### src/rtl/async_hs_pkg.sv
// rtl/async_hs_pkg.sv - shared handshake definitions for the sync/async bridges
package async_hs_pkg;

    typedef enum logic [1:0] {
        ST_IDLE   = 2'd0,
        ST_SETUP  = 2'd1,
        ST_REQ_HI = 2'd2,
        ST_RTZ    = 2'd3
    } hs_state_e;

    localparam int DEF_SYNC_STAGES = 2;

endpackage

### src/rtl/sync_chain.sv
// rtl/sync_chain.sv - multi-flop synchronizer for a single asynchronous bit
module sync_chain
    import async_hs_pkg::*;
#(
    parameter int SYNC_STAGES = DEF_SYNC_STAGES
) (
    input  logic clk,
    input  logic rstn,
    input  logic d,
    output logic q
);

    logic [SYNC_STAGES-1:0] sync_q;
    logic [SYNC_STAGES-1:0] sync_d;

    always_comb begin
        sync_d = {sync_q[SYNC_STAGES-2:0], d};
    end

    always_ff @(posedge clk or negedge rstn) begin
        if (!rstn) begin
            sync_q <= '0;
        end else begin
            sync_q <= sync_d;
        end
    end

    assign q = sync_q[SYNC_STAGES-1];

endmodule

### src/rtl/sync_to_async_tx.sv
// rtl/sync_to_async_tx.sv - clocked FIFO feeding a 4-phase bundled-data async stage
module sync_to_async_tx
    import async_hs_pkg::*;
#(
    parameter int DW          = 8,
    parameter int DEPTH       = 4,
    parameter int SYNC_STAGES = DEF_SYNC_STAGES
) (
    input  logic                     clk,
    input  logic                     rstn,
    input  logic [DW-1:0]            in_data,
    input  logic                     in_valid,
    output logic                     in_ready,
    output logic [DW-1:0]            out_data,
    output logic                     out_req,
    input  logic                     out_ack,
    output logic [$clog2(DEPTH):0]   level,
    output logic                     proto_err
);

    localparam int AW = $clog2(DEPTH);

    logic [DW-1:0]  mem_q [DEPTH];
    logic [AW:0]    wptr_q, wptr_d;
    logic [AW:0]    rptr_q, rptr_d;
    logic [AW:0]    level_w;
    logic           full, empty, push, pop;
    logic [DW-1:0]  head;

    hs_state_e      state_q, state_d;
    logic           out_req_q, out_req_d;
    logic [DW-1:0]  out_data_q, out_data_d;
    logic           proto_err_q, proto_err_d;
    logic           ack_prev_q, ack_prev_d;
    logic           ack_s;

    sync_chain #(.SYNC_STAGES(SYNC_STAGES)) u_ack_sync (
        .clk  (clk),
        .rstn (rstn),
        .d    (out_ack),
        .q    (ack_s)
    );

    // Extra pointer bit distinguishes full from empty when the indices match.
    assign level_w = wptr_q - rptr_q;
    assign full    = (level_w == (AW+1)'(DEPTH));
    assign empty   = (wptr_q == rptr_q);
    assign push    = in_valid && !full;
    assign head    = mem_q[rptr_q[AW-1:0]];

    always_comb begin
        wptr_d = wptr_q + (AW+1)'(push);
        rptr_d = rptr_q + (AW+1)'(pop);
    end

    always_ff @(posedge clk) begin
        if (push) begin
            mem_q[wptr_q[AW-1:0]] <= in_data;
        end
    end

    always_comb begin
        state_d     = state_q;
        out_req_d   = out_req_q;
        out_data_d  = out_data_q;
        proto_err_d = proto_err_q;
        ack_prev_d  = ack_s;
        pop         = 1'b0;
        case (state_q)
            ST_IDLE: begin
                if (ack_s) proto_err_d = 1'b1;
                if (!empty) begin
                    out_data_d = head;
                    pop        = 1'b1;
                    state_d    = ST_SETUP;
                end
            end
            ST_SETUP: begin
                if (ack_s) proto_err_d = 1'b1;
                out_req_d = 1'b1;
                state_d   = ST_REQ_HI;
            end
            ST_REQ_HI: begin
                if (ack_s) begin
                    out_req_d = 1'b0;
                    state_d   = ST_RTZ;
                end
            end
            ST_RTZ: begin
                // A spurious re-rise is flagged but otherwise ignored; we keep waiting for zero.
                if (ack_s && !ack_prev_q) begin
                    proto_err_d = 1'b1;
                end else if (!ack_s) begin
                    if (!empty) begin
                        out_data_d = head;
                        pop        = 1'b1;
                        state_d    = ST_SETUP;
                    end else begin
                        state_d = ST_IDLE;
                    end
                end
            end
            default: state_d = ST_IDLE;
        endcase
    end

    always_ff @(posedge clk or negedge rstn) begin
        if (!rstn) begin
            wptr_q      <= '0;
            rptr_q      <= '0;
            state_q     <= ST_IDLE;
            out_req_q   <= 1'b0;
            out_data_q  <= '0;
            proto_err_q <= 1'b0;
            ack_prev_q  <= 1'b0;
        end else begin
            wptr_q      <= wptr_d;
            rptr_q      <= rptr_d;
            state_q     <= state_d;
            out_req_q   <= out_req_d;
            out_data_q  <= out_data_d;
            proto_err_q <= proto_err_d;
            ack_prev_q  <= ack_prev_d;
        end
    end

    assign in_ready  = !full;
    assign out_data  = out_data_q;
    assign out_req   = out_req_q;
    assign level     = level_w;
    assign proto_err = proto_err_q;

endmodule

### config.mk
export PLATFORM = sky130hd
export DESIGN_NAME = sync_to_async_tx
export DESIGN_NICKNAME = d
export VERILOG_FILES = /design/src/rtl/async_hs_pkg.sv /design/src/rtl/sync_chain.sv /design/src/rtl/sync_to_async_tx.sv
export SDC_FILE = /design/constraint.sdc
export NUM_CORES = 1
export LEC_CHECK = 0
export ABC_AREA = 1
export BUFFER_PORTS_ARGS = -buffer_cell sky130_fd_sc_hd__clkbuf_2
export CORE_UTILIZATION = 35
export DETAILED_ROUTE_END_ITERATION = 10
export PLACE_DENSITY = 0.55
export SYNTH_ARGS = -nofsm -noshare
export SYNTH_HDL_FRONTEND = slang
export SYNTH_SLANG_ARGS = --single-unit
### constraint.sdc
create_clock -name clk -period 5.6 [get_ports clk]
set_input_delay 0 -clock clk [delete_from_list [all_inputs] [get_ports clk]]
set_output_delay 0 -clock clk [all_outputs]
set_load 0.01 [all_outputs]
## Yosys cells after proc, flatten, opt, wreduce, memory -nomap -nowiden

Memory sizes are Yosys's and may differ from the RTL's.
Cells that the tools add are included.

- Flip-flop bits (word level): 21
- Memory bits (writable): 32
- Input bits: 12
- Word-level logic and storage cells: 57
- Memories kept: 1

- $add $sub $neg: 3
- Equal/unequal tests: 11
- Mux-type cells: 21
- Reduce and logical (&&, ||, !) cells: 13

Memory list:

| name | depth | bits a word | rd ports | clocked after memory_dff | write ports | RTL line | source |
|---|---|---|---|---|---|---|---|
| mem_q | 4 | 8 | 1 | 0 | 1 | sync_to_async_tx.sv:23 | `logic [DW-1:0] mem_q [DEPTH];` |

Operator list:

| kind | count |
|---|---|
| 8-bit 2-to-1 mux | 3 |
| 8-bit case mux with 2 select lines | 1 |
| 1-bit 2-to-1 mux | 9 |
| 2-bit 2-to-1 mux | 4 |
| 2-bit inequality test, second input constant | 4 |
| 2-bit case mux with 4 select lines | 1 |
| 3-bit by 1-bit adder with 3-bit output | 2 |
| 1-bit case mux with 2 select lines | 3 |
| 3-bit AND reduction | 2 |
| 2-bit nonzero test | 3 |
| 2-bit equality test, second input constant | 2 |
| 2-bit by 1-bit inequality test with 1-bit output, second input constant | 2 |
| 4-bit AND reduction | 1 |
| 3-bit equality test | 1 |
| 3-bit equality test, second input constant | 1 |
| 3-bit subtractor | 1 |
| 2-bit by 1-bit equality test with 1-bit output, second input constant | 1 |
| 1-bit logical AND | 2 |
| 1-bit logical NOT | 2 |
| 2-bit logical NOT | 1 |
| 2-bit AND reduction | 1 |
| 2-bit OR reduction | 1 |

## Depth between registers and ports, before layout

Gate-level depths: netlist of run 1.

- Depth in word-level cells: 6
- Mapped depth: 11

## Modules after synthesis

A second synthesis of run 1 with hierarchy kept.

- Cells, all modules: 242
- Area, all modules: 2391.0 µm²

By module, submodules not included:

| module | times used | cells each | area each (µm²) | sequential area each (µm²) |
|---|---|---|---|---|
| sync_to_async_tx | 1 | 240 | 2341.0 | 1436.4 |
| sync_chain | 1 | 2 | 50.0 | 50.0 |

## Worst setup path before layout of run 1

OpenSTA, ideal clock, no wires.

- Kind: register to register
- From: register wptr_q[0]
- To: register wptr_q[2]
- Library setup time: 0.124 ns
- Arrival time: 2.033 ns
- Required time: 5.476 ns
- Path slack: 3.443 ns
- Cell stages (with the launch flop): 11
- Path buffers: 0
- Clock period less this slack: 2.157 ns
- Cell sequence: dfrtp_1 inv_1 ha_1 fa_1 nand2_1 nand3b_1 nand2_2 inv_1 ha_1 ha_1 xor2_1

- Word-level cells in the longest chain between the ends: 5

Ends and longest elaborated chain:

| item | RTL line | source |
|---|---|---|
| start, declared | sync_to_async_tx.sv:24 | `logic [AW:0] wptr_q, wptr_d;` |
| start signal, assigned | sync_to_async_tx.sv:117 | `wptr_q <= wptr_d;` |
| 3-bit subtractor | sync_to_async_tx.sv:45 | `assign level_w = wptr_q - rptr_q;` |
| 3-bit equality test | sync_to_async_tx.sv:46 | `assign full = (level_w == (AW+1)'(DEPTH));` |
| 1-bit logical NOT | - |  |
| named net in_ready | sync_to_async_tx.sv:13 | `output logic in_ready,` |
| 1-bit logical AND | sync_to_async_tx.sv:48 | `assign push = in_valid && !full;` |
| 3-bit by 1-bit adder with 3-bit output | sync_to_async_tx.sv:52 | `wptr_d = wptr_q + (AW+1)'(push);` |
| named net wptr_d[2] | sync_to_async_tx.sv:24 |  |

The timed path passes the listed nets, and every way through them passes these cells.
A chain may end at the register's enable or synchronous reset.

## Worst setup path after layout of run 1

- From: register rptr_q[0]
- To: memory mem_q[1][1] (enable)

- Word-level cells in the longest chain between the ends: 6

Ends and longest elaborated chain:

| item | RTL line | source |
|---|---|---|
| start, declared | sync_to_async_tx.sv:25 | `logic [AW:0] rptr_q, rptr_d;` |
| start signal, assigned | sync_to_async_tx.sv:118 | `rptr_q <= rptr_d;` |
| 3-bit subtractor | sync_to_async_tx.sv:45 |  |
| 3-bit equality test | sync_to_async_tx.sv:46 |  |
| 1-bit logical NOT | sync_to_async_tx.sv:48 |  |
| 1-bit logical AND | sync_to_async_tx.sv:48 |  |
| 1-bit 2-to-1 mux | sync_to_async_tx.sv:57 | `if (push) begin` |
| 1-bit 2-to-1 mux (not written as such) | sync_to_async_tx.sv:58 | `mem_q[wptr_q[AW-1:0]] <= in_data;` |
| end, declared | sync_to_async_tx.sv:23 |  |

No other way between the ends.

==> results.toml, run 1 <==
[clock_network]
clk_pin_slew_worst_paths_ns = 0.11
tritoncts = "built"
worstSkewPairLatency_ns = 0.32
ctsHtreeMaxLevel = 2
postCtsSetupRepairBufs = 0
cts_root_buf = "sky130_fd_sc_hd__clkbuf_8"
cts.path.max_buffers = 2
cts_sinks = 53
numCtsBuffers = 5

[grt]
vias_in_the_first_global_route = 1481
global_route.overflow_total = 0
antenna_found_initial = 0
grt_pass1_wl_um = 7290
grtUsageTotal_pct = 13.5
grt_max_degree = 35

[route]
topRoutingLayerUsed = "met4"
routed_wl_um = 4500
detailed_route_wirelength_on_metal3_um = 162
detail-route-antenna-nets = 0
detail_route.drc_violations = 2
routed_wirelength_normalized_by_instance_count_um = 12.6
met2_routed_wl_um = 1930
routedLengthMet1_um = 2300
detail_route.vias_per_cell = 4.52
drc_violation_total_after_the_first_tritonroute_iteration = 102
detail_route.first_pass.iterations = 7
num_vias = 1617

[worst_setup_path]
crit_type = "reg2reg"
worst_path_largest_cell_delay_ns = 0.94
worstPathMaxFanout = 34
crit_path_end_kind = "register"
critPathBufInv = 0
crit_family = "flip-flops"
crit_path_cell_trace = "ha_1 -> fa_1 -> nand2_1 -> nand3b_1 -> nand2_2 -> nor2_1"
worst_setup_path_start_kind = "register"
timing.critical_path.required_ns = 5.56
cpMaxStageDelayCell = "sky130_fd_sc_hd__dfrtp_1"
worstPathArrival_ns = 2.80

[timing]
timing.clock.skew_ns = 0.00919
rsz0062_at_grt = "false"
final.period_utilization_pct = 50.8
final-hold-violation-count = 0
max_slew_margin_pct = 40.0
max_freq_mhz = 352
tightest_pin_transition_ns = 0.900
slew_violations = 0
finalSetupViolations = 0
setup_total_negative_slack_ns = 0
period_needed_ns = 2.84

[placed_design]
port_buffers = 25
postPlaceCellArea_um2 = 2600
post-dp-hpwl_um = 3350
gp_congestion = 0.790

[die]
die_w_um = 84.8
floorplan.rows = 29
ios = 26
floorplan.initialDensity_pct = 36.9
die_y_um = 84.8
fp.coreArea_um2 = 6490
fp.dieArea_um2 = 7190

[logic_synthesis]
synth_area_leader_cell = "sky130_fd_sc_hd__edfxtp_1"
yosys-top-cells-area = "sky130_fd_sc_hd__edfxtp_1 (40%), sky130_fd_sc_hd__dfrtp_1 (22%), sky130_fd_sc_hd__nand2_1 (12%)"
syn_area_um2 = 2400
netlist.area_leader.share_pct = 40.0
synthesized_instance_count = 242
ys_types = 22
synth.net_count = 266
synth-seq-cells = 53
synthesis.yosys.warnings = 0
synth_sequential_area_ratio_pct = 61.9
avgSynthCellArea_um2 = 9.92

[layout]
most_common_cell_after_layout_fill_and_taps_aside = "sky130_fd_sc_hd__nand2_1"
final_area_um2 = 2810
post-route-util_pct = 43.3
post_route_cells_drive_above_1_share_pct = 14.6
area_growth_pct = 17.2
nets = 304
highest_count_cells_in_the_layout_ignoring_fill_and_taps = "sky130_fd_sc_hd__nand2_1 (77), sky130_fd_sc_hd__nor2_1 (36), sky130_fd_sc_hd__edfxtp_1 (32)"
antenna_diode_count = 0

[worst_hold_path]
hold_path.class = "in2reg"

[pwr]
power-per-cell-area_nw_per_um2 = 573
leakagePower_nw = 1.36
vdd_ir_drop_max_v = 0.000171

[run_status]
outcome = "finished with violations"
violations = "design-rule violations"

[job]
cap_viol_max_count = 0
## state kept, by name, indices dropped and copies added (netlist names)
signal	cells
ack_prev_q	1
mem_q	32
out_data	8
out_req	1
proto_err	1
rptr_q	3
state_q	2
u_ack_sync.sync_q	2
wptr_q	3
## final timing paths
check	start	to	slack (ns)	depth (start not counted)
hold reg to reg	u_ack_sync.sync_q[0]	u_ack_sync.sync_q[1]	0.37	0
max in group asynchronous	rstn	out_data[5]	5.04	2
hold / removal	in_valid	wptr_q[0]	0.1	4
setup / recovery	rptr_q[0]	mem_q[1][1]	2.76	6
min in group asynchronous	rstn	state_q[0]	0.18	2
setup reg to reg	rptr_q[0]	mem_q[1][1]	2.76	6
## per-stage QoR
step	power, mW	setup slack (ns)	hold slack [ns]	cells
floorplan	1.16	3.44	-0.296	242
global placement	1.35	2.78	0.0144	340
detailed placement	1.36	2.75	0.0166	340
CTS	1.64	2.74	0.108	358
global route	1.76	2.51	0.128	358
finish	1.61	2.76	0.0986	358
## Yosys cell counts, drive strengths merged
cell type  number
a21boi          1
a21oi           1
buf             4
dfrtp          21
edfxtp         32
fa              1
ha             11
inv            30
nand2          81
nand3          12
nand3b          1
nor2           38
nor3            1
o211ai          1
o21ai           4
o21bai          1
xor2            2
## tightest hold or removal path, delay by kind of cell
family                     cells  cell delay [ns]
buffers and inverters          2             0.17
and+or+nand+nor                1             0.09
adders and majority gates      1             0.11
## power by group
group | internal, mW | switching [mW] | total, mW
sequential | 0.549 | 0.102 | 0.651
clock | 0.137 | 0.137 | 0.273
combinational | 0.260 | 0.428 | 0.688
## final cells by class
cell class / instances / area, µm²
Clock inverter: 3 / 47.5
Fill cell: 633 / 3680
Multi-Input combinational cell: 155 / 776
Clock buffer: 5 / 68.8
Tap cell: 77 / 96.3
Timing Repair Buffer: 35 / 225
Inverter: 30 / 113
Sequential cell: 53 / 1490
## what timing repair did
action                                 CTS  global route
endpoints found under the hold margin   54             0
hold buffers                            10             0
resized for setup                        0             0
## kinds of logic (layout without fill, tap and decap cells)
group           count (synthesis)  in the layout  share of synthesized area (%)
compound gates                  8              8                           2.14
fa+ha+maj                      12             12                           6.57
buf+inv                        34             73                           5.73
flops                          53             53                           61.9
xor+xnor                        2              2                          0.730
simple gates                  133            133                           22.9
## per-layer routing
layer / global-route usage, % / vias up
met5: 0 / -
met4: 5.39 / 0
met3: 2.95 / 9
met2: 21.1 / 39
met1: 18.5 / 734
li1: - / 835
Power figures use the tool's default switching activity.
==> inputs of run 2 (changes only) <==
Clock period 5.6 ns to 2.8 ns, I/O delays scaled along.
==> run 2 against run 1 <==
Net effect:
- the flow still finishes with violations (design-rule violations)
- critical path depth up 4
- core utilization up 0.91 points
- die area is the same
- largest cell class unchanged
- highest routed layer unchanged
==> results.toml, run 2 (synthesis results as in run 1) <==
[worst_hold_path]
hold-path-endpoint = "wptr_q[0]"
hold_path.class = "in2reg"
hp-start = "in_valid"
min_delay_path_depth = 4

[worst_setup_path]
worstPathArrival_ns = 2.39
worstPathMaxFanout = 5
crit_type = "reg2reg"
rr_startpoint = "wptr_q[0]"
ff2ff_path_depth = 10
timing.critical_path.required_ns = 3.00
worst_path_largest_cell_delay_ns = 0.50
worstReg2RegEnd = "wptr_q[2]"
critPathBufInv = 2
critical-path-top-cell-by-count = "sky130_fd_sc_hd__ha_1"
crit_family = "adder cells"
worst_setup_path_start_kind = "register"
cpMaxStageDelayCell = "sky130_fd_sc_hd__fa_1"
cp-startpoint = "wptr_q[0]"
crit_path_end_kind = "register"
reg2reg_setup_slack_ns = 0.61
crit_path_cell_trace = "inv_1 -> ha_1 -> fa_1 -> nand2_1 -> nand3b_1 -> nand2_2 -> inv_1 -> ha_1 -> ha_1 -> xor2_1"

[die]
fp.coreArea_um2 = 6490
die_y_um = 84.8
floorplan.initialDensity_pct = 36.9
die_w_um = 84.8
fp.dieArea_um2 = 7190
ios = 26
floorplan.rows = 29

[pwr]
seq_power_share_pct = 37.0
power-per-cell-area_nw_per_um2 = 1170
p_int_mw = 2.01
power_switching_mw = 1.35
vdd_ir_drop_max_v = 0.000324
share_clk_of_total_power_pct = 18.6
power_share_of_the_combinational_group_pct = 44.5
leakagePower_nw = 1.39
switching_share_pct = 40.1
power_total_mw = 3.36

[placed_design]
postPlaceCellArea_um2 = 2630
gp_congestion = 0.739
post-dp-hpwl_um = 3060
port_buffers = 25

[timing]
setup_total_negative_slack_ns = 0
slew_violations = 0
finalSetupViolations = 0
final.period_utilization_pct = 78.1
timing.clock.skew_ns = 0.00324
tightest_pin_transition_ns = 0.526
final-hold-violation-count = 0
max_slew_margin_pct = 65.0
period_needed_ns = 2.19
rsz0062_at_grt = "false"
max_freq_mhz = 457

[layout]
post_route_cells_drive_above_1_share_pct = 16.1
most_common_cell_after_layout_fill_and_taps_aside = "sky130_fd_sc_hd__nand2_1"
final_area_um2 = 2870
nFillCells = 646
max_ffs_per_register = 32
antenna_diode_count = 0
nets = 309
highest_count_cells_in_the_layout_ignoring_fill_and_taps = "sky130_fd_sc_hd__nand2_1 (77), sky130_fd_sc_hd__nor2_1 (36), sky130_fd_sc_hd__edfxtp_1 (32)"
area_growth_pct = 19.7

[route]
routed_wirelength_normalized_by_instance_count_um = 12.2
detail-route-antenna-nets = 0
detail_route.vias_per_cell = 4.37
detail_route.drc_violations = 2
routed_wl_um = 4420
num_vias = 1587
detail_route.first_pass.iterations = 7
drc_violation_total_after_the_first_tritonroute_iteration = 108

[grt]
grt_max_degree = 34
antenna_found_initial = 0
grtUsageTotal_pct = 13.4
grt_pass1_wl_um = 7360
global_route.overflow_total = 0
vias_in_the_first_global_route = 1510

[clock_network]
cts_root_buf = "sky130_fd_sc_hd__clkbuf_8"
clk_pin_slew_worst_paths_ns = 0.10
ctsHtreeMaxLevel = 2
post_cts.resized_instances = 0
numCtsBuffers = 5
cts_sinks = 53
tritoncts = "built"
worstSkewPairLatency_ns = 0.30
cts.path.max_buffers = 2

[job]
cap_viol_max_count = 0

[run_status]
outcome = "finished with violations"
violations = "design-rule violations"
run 2: cell types whose count changed in the layout (fill, tap and decap cells not counted), sizes merged:
cell and change:
buf +5, bufinv +1, inv -1
run 2: worst min-delay path: cells and delay by family:
family / cells / cell delay (ns)
buffers and inverters: 2 / 0.15
adder cells (fa/ha/maj): 1 / 0.11
AND/OR/NAND/NOR: 1 / 0.08
run 2: how the worst max path moves through the flow:
| stage | endpoint | cells after the start | slack [ns] |
|---|---|---|---|
| after floorplan | wptr_q[2] | 10 | 0.64 |
| after global placement | wptr_q[2] | 10 | 0.67 |
| after detailed placement | wptr_q[2] | 10 | 0.62 |
| after CTS | wptr_q[2] | 10 | 0.62 |
| after global routing | wptr_q[2] | 10 | 0.45 |
| final | wptr_q[2] | 10 | 0.61 |
run 2: repair_timing:
item,in CTS,in global routing
endpoints found under the hold margin,54,0
hold buffers,10,0
setup buffers,0,0
run 2: final cells by class:
class	instances	area [µm²]	share of cell area, %
multi-input combinational	155	776	27.0
sequential	53	1490	51.8
clock buffer	5	68.8	2.40
timing repair buffer	40	263	9.15
tap	77	96.3	3.36
inverter	30	113	3.92
clock inverter	3	68.8	2.40
run 2: through the flow:
stage	utilization [%]	hold slack, ns	setup WS (ns)	instances
floorplan	-	-0.296	0.643	242
global placement	40.6	0.0109	0.675	345
detailed placement	40.6	0.0182	0.624	345
CTS	44.2	0.0571	0.616	363
global route	44.2	0.0910	0.454	363
finish	44.2	0.0563	0.613	363
run 2: routing by layer:
metal	part of all wire [%]	track usage, %	wire length, µm
met3	3.7	2.16	165
met4	1.1	5.55	50
met5	0	0	0
met1	45	16.6	1990
met2	50	23.3	2220
run 2: power groups by stage:
| stage | combinational [mW] | clock, mW | sequential, mW |
|---|---|---|---|
| floorplan | 1.07 | 0 | 1.25 |
| global placement | 1.48 | 0 | 1.26 |
| detailed placement | 1.51 | 0 | 1.27 |
| CTS | 1.53 | 0.642 | 1.25 |
| global route | 1.74 | 0.660 | 1.28 |
| finish | 1.49 | 0.623 | 1.24 |
==> inputs of run 3 (changes only) <==
Settings changed: PLACE_DENSITY 0.55 to 0.57.
Clock period 2.8 ns to 1.9 ns, I/O delays scaled along.
==> run 3 against run 2 <==
Net effect:
- the run ends with negative setup slack left
- worst setup slack got worse by 0.73 ns
- register-to-register slack worse by 0.73 ns
- die area did not move
- sequential share of layout area down 2.0 points
- largest power group unchanged
- critical path depth is 1 lower
- cell count increased by 2.5%
- design area rose by 4.2%
- core utilization grew 1.8 points
==> results.toml, run 3 (synthesis results as in run 1) <==
[layout]
nets = 318
antenna_diode_count = 0
post_route_cells_drive_above_1_share_pct = 22.0
max_ffs_per_register = 32
area_growth_pct = 24.7
post-route-util_pct = 46.1
most_common_cell_after_layout_fill_and_taps_aside = "sky130_fd_sc_hd__nand2_1"
area_taken_by_multi_input_logic_gates_um2 = 838
nFillCells = 611
seqCellArea_um2 = 1490
highest_count_cells_in_the_layout_ignoring_fill_and_taps = "sky130_fd_sc_hd__nand2_1 (77), sky130_fd_sc_hd__nor2_1 (32), sky130_fd_sc_hd__edfxtp_1 (32)"

[route]
detail-route-antenna-nets = 0
detail_route.vias_per_cell = 4.37
routed_wirelength_normalized_by_instance_count_um = 11.8
routed_wl_um = 4400
detail_route.drc_violations = 0
detail_route.first_pass.iterations = 4
num_vias = 1627
drc_violation_total_after_the_first_tritonroute_iteration = 45

[die]
die_y_um = 84.8
ios = 26
die_w_um = 84.8
floorplan.rows = 29
floorplan.initialDensity_pct = 36.9
fp.coreArea_um2 = 6490
fp.dieArea_um2 = 7190

[clock_network]
cts.path.max_buffers = 2
numCtsBuffers = 5
clk_pin_slew_worst_paths_ns = 0.11
cts_sinks = 53
tritoncts = "built"
worstSkewPairLatency_ns = 0.31
postCtsSetupRepairBufs = 0
cts_root_buf = "sky130_fd_sc_hd__clkbuf_8"
ctsHtreeMaxLevel = 2

[grt]
grt_max_degree = 34
global_route.overflow_total = 0
grt_pass1_wl_um = 7640
antenna_found_initial = 0
vias_in_the_first_global_route = 1631
grtUsageTotal_pct = 13.9

[timing]
finalSetupViolations = 35
slew_violations = 0
rsz0062_at_grt = "true"
final-hold-violation-count = 0
max_slew_margin_pct = 63.8
tightest_pin_transition_ns = 0.542
fin_ws_ns = -0.116
period_needed_ns = 2.02
final.period_utilization_pct = 106
final.hold.worst_slack_ns = 0.0390
timing.clock.skew_ns = 0.00908
max_freq_mhz = 496

[pwr]
power-per-cell-area_nw_per_um2 = 1690
vdd_ir_drop_max_v = 0.000485
leakagePower_nw = 1.42

[placed_design]
post-dp-hpwl_um = 3420
gp_congestion = 0.785
port_buffers = 25

[worst_setup_path]
worstPathArrival_ns = 2.22
crit_type = "reg2reg"
timing.critical_path.required_ns = 2.10
worst_setup_path_start_kind = "register"
crit_path_end_kind = "register"
worstPathMaxFanout = 2

[worst_hold_path]
hold_path.class = "in2reg"

[run_status]
violations = "negative setup slack"
outcome = "finished with violations"

[job]
cap_viol_max_count = 0
==> run 3: cell count changes in the layout (fill, tap and decap cells not counted), moves of 2 or more <==
cell                        before  now
sky130_fd_sc_hd__ha_4            0    3
sky130_fd_sc_hd__nor2_1         36   32
sky130_fd_sc_hd__buf_4           5    8
sky130_fd_sc_hd__inv_2           1    3
sky130_fd_sc_hd__ha_1           11    8
sky130_fd_sc_hd__buf_6           0    7
sky130_fd_sc_hd__nor2_4          2    5
sky130_fd_sc_hd__inv_1          29   27
sky130_fd_sc_hd__bufinv_16       2    0
==> run 3: worst paths after layout <==
path / startpoint / end / slack, ns / cells after the start
worst max-delay path: rptr_q[0] / wptr_q[2] / -0.12 / 9
worst min-delay path: in_valid / wptr_q[0] / 0.04 / 4
worst max register to register: rptr_q[0] / wptr_q[2] / -0.12 / 9
worst min register to register: u_ack_sync.sync_q[0] / u_ack_sync.sync_q[1] / 0.36 / 0
max in group asynchronous: rstn / rptr_q[0] / 1.33 / 2
min in group asynchronous: rstn / rptr_q[1] / 0.19 / 2
==> run 3: cell type report <==
class / count / area share, %
clock inverter: 3 / 0.962
multi-input combinational: 155 / 28.0
inverter: 30 / 3.76
clock buffer: 5 / 2.30
tap: 77 / 3.22
sequential: 53 / 49.7
timing repair buffer: 49 / 12.0
==> run 3: per-layer routing <==
| metal | wire length [µm] | GRT usage (%) | up-vias |
|---|---|---|---|
| li1 | - | - | 866 |
| met1 | 2120 | 18.1 | 732 |
| met2 | 2100 | 22.8 | 22 |
| met3 | 109 | 2.85 | 7 |
| met4 | 76 | 5.86 | 0 |
| met5 | 0 | 0 | - |
==> run 3: where the power goes <==
group / internal [mW] / switching [mW]
logic: 1.09 / 1.51
clock network: 0.276 / 0.396
registers: 1.62 / 0.180
total: 2.98 / 2.08
==> run 3: stage by stage <==
step                      std cells  setup slack (ns)  area (µm²)  total power, mW  TNS [ns]
after global placement          354           -0.0846        2720             4.24     -1.92
final                           372            -0.116        2990             5.07     -2.67
after global routing            372            -0.170        2990             5.57     -5.13
after CTS                       372            -0.114        2980             5.11     -2.64
after detailed placement        354            -0.130        2720             4.27     -3.35
after floorplan                 242            -0.220        2420             3.46     -7.40
==> run 3: worst max-delay path: stages (launching register included) <==
cell                       delay, ns
sky130_fd_sc_hd__dfrtp_2        0.44
sky130_fd_sc_hd__ha_4           0.16
sky130_fd_sc_hd__fa_1           0.49
sky130_fd_sc_hd__nand2_1        0.06
sky130_fd_sc_hd__nand3b_1       0.19
sky130_fd_sc_hd__nand2_2        0.10
sky130_fd_sc_hd__inv_2          0.05
sky130_fd_sc_hd__ha_4           0.15
sky130_fd_sc_hd__ha_4           0.14
sky130_fd_sc_hd__xor2_1         0.13
==> run 3: repair_timing <==
action                                 4_1_cts  5_1_grt
resized for setup                           15        3
setup endpoints to repair                   35       36
pin swaps                                    0        2
endpoints found under the hold margin       54        0
hold buffers                                10        0
